[src/rtl/grid_tx_framer.sv]
// Packs one 128-bit packet per channel per 40-pixel slot into nibble lanes with video timing.
// Outputs are registered one clock behind the counters; each lane accepts only at cctr==3 of an active slot.
module grid_tx_framer #(
  parameter int NCHANNELS = 9,
  parameter int H_ACTIVE  = 1280,
  parameter int H_FP      = 48,
  parameter int H_SYNC    = 32,
  parameter int H_BP      = 80,
  parameter int V_ACTIVE  = 720,
  parameter int V_FP      = 3,
  parameter int V_SYNC    = 5,
  parameter int V_BP      = 13
) (
  input  logic                     clk,
  input  logic                     rst_n,
  input  logic [128*NCHANNELS-1:0] din,
  input  logic [NCHANNELS-1:0]     din_valid,
  output logic [NCHANNELS-1:0]     din_ready,
  output logic [4*NCHANNELS-1:0]   pData,
  output logic                     vde,
  output logic                     hsync,
  output logic                     vsync,
  output logic [NCHANNELS-1:0]     hdr_err
);

  localparam int H_TOTAL = H_ACTIVE + H_FP + H_SYNC + H_BP;
  localparam int V_TOTAL = V_ACTIVE + V_FP + V_SYNC + V_BP;
  localparam int HW      = $clog2(H_TOTAL);
  localparam int VW      = $clog2(V_TOTAL);

  localparam logic [HW-1:0] C_H_LAST = HW'(H_TOTAL - 1);
  localparam logic [HW-1:0] C_H_ACT  = HW'(H_ACTIVE);
  localparam logic [HW-1:0] C_HS_BEG = HW'(H_ACTIVE + H_FP);
  localparam logic [HW-1:0] C_HS_END = HW'(H_ACTIVE + H_FP + H_SYNC);
  localparam logic [VW-1:0] C_V_LAST = VW'(V_TOTAL - 1);
  localparam logic [VW-1:0] C_V_ACT  = VW'(V_ACTIVE);
  localparam logic [VW-1:0] C_VS_BEG = VW'(V_ACTIVE + V_FP);
  localparam logic [VW-1:0] C_VS_END = VW'(V_ACTIVE + V_FP + V_SYNC);

  logic [HW-1:0]          r_hcnt;
  logic [VW-1:0]          r_vcnt;
  logic [5:0]             r_cctr;
  logic [127:0]           r_shreg [NCHANNELS];
  logic [4*NCHANNELS-1:0] r_pdata;
  logic                   r_vde;
  logic                   r_hsync;
  logic                   r_vsync;
  logic [NCHANNELS-1:0]   r_hdr_err;

  logic                   w_active;
  logic                   w_hs;
  logic                   w_vs;
  logic                   w_load;
  logic                   w_emit;
  logic [NCHANNELS-1:0]   w_hdr_zero;

  always_comb begin
    w_active = (r_hcnt < C_H_ACT) && (r_vcnt < C_V_ACT);
    w_hs     = (r_hcnt >= C_HS_BEG) && (r_hcnt < C_HS_END);
    w_vs     = (r_vcnt >= C_VS_BEG) && (r_vcnt < C_VS_END);
    w_load   = w_active && (r_cctr == 6'd3);
    w_emit   = w_active && (r_cctr >= 6'd4) && (r_cctr <= 6'd35);
    for (int n = 0; n < NCHANNELS; n++) begin
      w_hdr_zero[n] = (din[128*n+120 +: 8] == 8'h00);
    end
  end

  assign din_ready = din_valid & {NCHANNELS{w_load}};

  // H_ACTIVE is a whole number of slots, so cctr is always 39 at the last active pixel.
  always_ff @(posedge clk or negedge rst_n) begin
    if (!rst_n) begin
      r_hcnt <= '0;
      r_vcnt <= '0;
      r_cctr <= '0;
    end else begin
      if (r_hcnt == C_H_LAST) begin
        r_hcnt <= '0;
        r_vcnt <= (r_vcnt == C_V_LAST) ? '0 : r_vcnt + 1'b1;
      end else begin
        r_hcnt <= r_hcnt + 1'b1;
      end
      if (w_active && (r_cctr != 6'd39)) r_cctr <= r_cctr + 1'b1;
      else                               r_cctr <= '0;
    end
  end

  // Zero-header packets are consumed but never sent; an unloaded lane shifts out zeros.
  always_ff @(posedge clk or negedge rst_n) begin
    if (!rst_n) begin
      for (int n = 0; n < NCHANNELS; n++) r_shreg[n] <= '0;
      r_pdata   <= '0;
      r_vde     <= 1'b0;
      r_hsync   <= 1'b0;
      r_vsync   <= 1'b0;
      r_hdr_err <= '0;
    end else begin
      r_vde   <= w_active;
      r_hsync <= w_hs;
      r_vsync <= w_vs;
      for (int n = 0; n < NCHANNELS; n++) begin
        r_hdr_err[n]       <= din_ready[n] && w_hdr_zero[n];
        r_pdata[4*n +: 4]  <= w_emit ? r_shreg[n][127:124] : 4'h0;
        if (w_load)
          r_shreg[n] <= (din_ready[n] && !w_hdr_zero[n]) ? din[128*n +: 128] : '0;
        else if (w_emit)
          r_shreg[n] <= {r_shreg[n][123:0], 4'h0};
      end
    end
  end

  assign pData   = r_pdata;
  assign vde     = r_vde;
  assign hsync   = r_hsync;
  assign vsync   = r_vsync;
  assign hdr_err = r_hdr_err;

endmodule
[config.mk]
export PLATFORM = sky130hd
export DESIGN_NAME = grid_tx_framer
export DESIGN_NICKNAME = d
export VERILOG_FILES = /design/src/rtl/grid_tx_framer.sv
export SDC_FILE = /design/constraint.sdc
export NUM_CORES = 2
export LEC_CHECK = 0
export CAP_MARGIN = 5
export CORE_AREA = 5 5 478 480
export CTS_CLUSTER_SIZE = 12
export DETAILED_ROUTE_END_ITERATION = 10
export DIE_AREA = 0 0 483 485
export PLACE_DENSITY = 0.54
export SYNTH_ARGS = -nofsm -noshare
export SYNTH_HDL_FRONTEND = slang
export SYNTH_SLANG_ARGS = --single-unit
[constraint.sdc]
create_clock -name clk -period 2.8 [get_ports clk]
set_input_delay 0.84 -clock clk [delete_from_list [all_inputs] [get_ports clk]]
set_output_delay 0.84 -clock clk [all_outputs]
set_load 0.01 [all_outputs]
==> impl_metrics.yaml <==
placed_design:
  hpwlAfterDp_um: 197000
  port_buffers: 1219
  place_congestion: 0.939
  dpl-instance-area_mm2: 0.0764
yosys:
  synth_fp_nets: 6769
  synthTopCellsByArea: "dfrtp_1 (54%), a21oi_1 (19%), a32oi_1 (17%), clkbuf_1 (3.7%), buf_2 (1.2%)"
  synth_top_area_share_pct: 54.1
  ys_ff_latch: 1227
  synth_cells: 5601
  synth_area_mm2: 0.0568
  avgSynthCellArea_um2: 10.1
  synth_warnings: 0
  synth-seq-area-share_pct: 54.1
  yosysTopAreaCell: "dfrtp_1"
  ys_types: 42
die:
  die_w_um: 483
  core_area_mm2: 0.224
  io_pins: 1220
  initial_core_util_pct: 25.4
  rows: 174
  fp.dieH_um: 485
  fp.dieArea_mm2: 0.234
global_route:
  top_usage_layer: "met2"
  met2_usage_pct: 34.8
  grt-ovfl-total: 0
  antenna_found_initial: 117
  use_met3_pct: 6.61
  grtUsageMet1_pct: 28.3
  grt_pass1_wl_um: 391000
  grt_max_degree: 143
  track_usage_pct: 21.9
  grt_pass1_vias: 55600
critical_path:
  crit_path_start: "r_cctr[2]$_DFF_PN0_"
  slowest_stage: "or3_4"
  critPathCaptureType: "output pin"
  critPathRequiredTime_ns: 1.96
  critPathLaunchType: "flop"
  cp_data_arrival_time_ns: 2.55
  max_stage_delay_ns: 0.39
  rrSetupSlack_ns: -0.04
  r2r-end: "r_shreg[17]$_DFFE_PN0P_"
  reg2reg_from: "r_cctr[2]$_DFF_PN0_"
  rr_worst_depth: 10
  crit_end: "din_ready[6]"
  path_cells: "or3_4 > or2_4 > buf_12 > buf_16 > nor3_4 > buf_6 > buf_12"
  critPathKind: "flop to output pin"
  path_common_cell: "buf_12"
  cp_max_fo: 4
cts:
  cts_root_buf: "clkbuf_16"
  cts_buffers: 150
  htreeDepth: 4
  cts_tree: "done"
  clock_latency_ns: 0.79
  path_clk_slew_ns: 0.06
  clk_path_buf_depth: 3
  clock_sinks: 1227
drt:
  viasPerCell: 5.64
  wl_per_cell_um: 27.0
  via_count: 56400
  drc_errors: 0
  drt_first_pass_iters: 6
  antenna_left: 0
  finalWirelength_um: 271000
  first_iter_violations: 5813
finish:
  layout_commonest_cell: "a21oi_1"
  postLayoutCellArea_mm2: 0.0817
  area_growth_pct: 43.9
  drive_above_1_share_pct: 12.8
  mostFrequentLayoutCells: "a21oi_1 (2,204), dfrtp_1 (1,227), clkdlybuf4s50_1 (1,201)"
  nets: 8021
timing:
  rsz0062_at_grt: "true"
  setup_viol: 12
  max_slew_margin_pct: 26.5
  max_freq_mhz: 295
  hold_ws_ns: 0.485
  final.period_utilization_pct: 121
  finalWorstSetupSlack_ns: -0.593
  skew_ns: 0.0329
  hold_viol: 0
  worstMarginPinSlew_ns: 1.09
  fin_crit_ns: 3.39
  slew_viol_final: 0
min_path:
  min_path_type: "flop to flop"
  hp-start: "r_shreg[893]$_DFFE_PN0P_"
power_and_ir_drop:
  p_leak_nw: 34.0
  ir_drop_uv: 513
  p_per_area_mw_per_mm2: 518
run_status:
  status: "finished with violations"
  violations: "setup timing"
flow_run:
  maxCapViolations: 0
[worst max-delay path, delay by kind of cell (launching register included)]
kind,cells,cell delay [ns]
buffers and inverters,4,0.54
flip-flops,1,0.38
AND/OR/NAND/NOR,3,0.85
[per-stage QoR]
stage	instances	setup WS (ns)	TNS [ns]	total power, mW	util (%)
3_5_place_dp	9677	-0.695	-276.41	23.0	34.1
2_1_floorplan	5601	0.109	0	19.9	-
3_3_place_gp	9677	-0.613	-269.57	23.0	34.1
4_1_cts	9950	-0.728	-5.77	42.8	36.4
6_report	10000	-0.593	-4.58	42.3	36.5
5_1_grt	9987	-0.736	-5.64	43.8	36.5
[synthesized netlist by cell type, drive strengths merged]
| cell type | instances |
|---|---|
| nor3 | 30 |
| inv | 17 |
| o21ai | 6 |
| and4 | 1 |
| nor2 | 19 |
| a21oi | 2204 |
| clkinv | 1 |
| mux2i | 1 |
| or2 | 1 |
| a221o | 20 |
| nand3b | 1 |
| a22o | 37 |
| o2bb2ai | 6 |
| o31ai | 2 |
| clkbuf | 555 |
| nand4 | 7 |
| nand2 | 36 |
| dfrtp | 1227 |
| and3 | 34 |
| or3 | 2 |
| nand2b | 2 |
| buf | 195 |
| xor2 | 8 |
| and2 | 48 |
| xnor2 | 8 |
| and4b | 2 |
| nand4b | 1 |
| a2bb2oi | 6 |
| ha | 5 |
| o211ai | 3 |
| a32oi | 1072 |
| nand3 | 12 |
| or4 | 2 |
| o21bai | 1 |
| a31oi | 1 |
| nor4 | 19 |
| a2111oi | 9 |
[cell families (layout without fill, tap and decap cells)]
kind of cell             after synthesis  after routing  share of synthesized area [%]
flip-flops                          1227           1227                           54.1
buffers and inverters                768           2126                           5.78
XOR/XNOR                              16             16                          0.260
AO/OA/AOI/OAI                       3367           3367                           37.6
multiplexers                           1              1                         0.0176
adder cells (fa/ha/maj)                5              5                          0.110
AND/OR/NAND/NOR                      217            217                           2.09
other                                  0             56                              0
[state kept, by name (all words and copies together), names as in the netlist]
signal,flops
pData,36
r_vcnt,10
vde,1
r_hcnt,11
vsync,1
r_shreg,1152
hdr_err,9
r_cctr,6
hsync,1
[routing by layer]
| metal | wire, um | vias to the layer above | part of all wire (%) |
|---|---|---|---|
| met1 | 111000 | 28400 | 41 |
| met5 | 886 | - | 0.33 |
| li1 | - | 24800 | - |
| met3 | 23600 | 471 | 8.7 |
| met4 | 9250 | 128 | 3.4 |
| met2 | 126000 | 2617 | 47 |
[layout make-up]
class / instances / area (um2)
diodes: 56 / 140
clock buffers: 226 / 4440
clock inverters: 32 / 418
fillers: 22400 / 142000
inverters: 18 / 83.8
multi-input cells: 3606 / 23000
flip-flops and latches: 1227 / 30700
well taps: 2992 / 3740
repair buffers: 1850 / 19200
[worst min path at each step]
stage / end / depth (start not counted) / slack (ns)
global route: pData[20]$_DFF_PN0_ / 1 / 0.50
CTS: pData[9]$_DFF_PN0_ / 1 / 0.49
detailed placement: pData[9]$_DFF_PN0_ / 1 / 0.47
global placement: pData[20]$_DFF_PN0_ / 1 / 0.47
floorplan: pData[0]$_DFF_PN0_ / 1 / 0.45
finish: pData[9]$_DFF_PN0_ / 1 / 0.49
[power breakdown]
part / switching (mW) / leakage (nW) / internal [mW]
clock network: 8.30 / 2.37 / 11.3
logic: 1.55 / 15.6 / 2.20
registers: 0.504 / 16.0 / 18.5
[what timing repair did]
action,in CTS,in global routing
resized for setup,65,13
endpoints found under the hold margin,44,0
setup buffers,15,4
gates cloned,0,0
setup endpoints to repair,48,46
hold buffers,1,0
pin swaps,5,6
(Power assumes the default switching activity.)
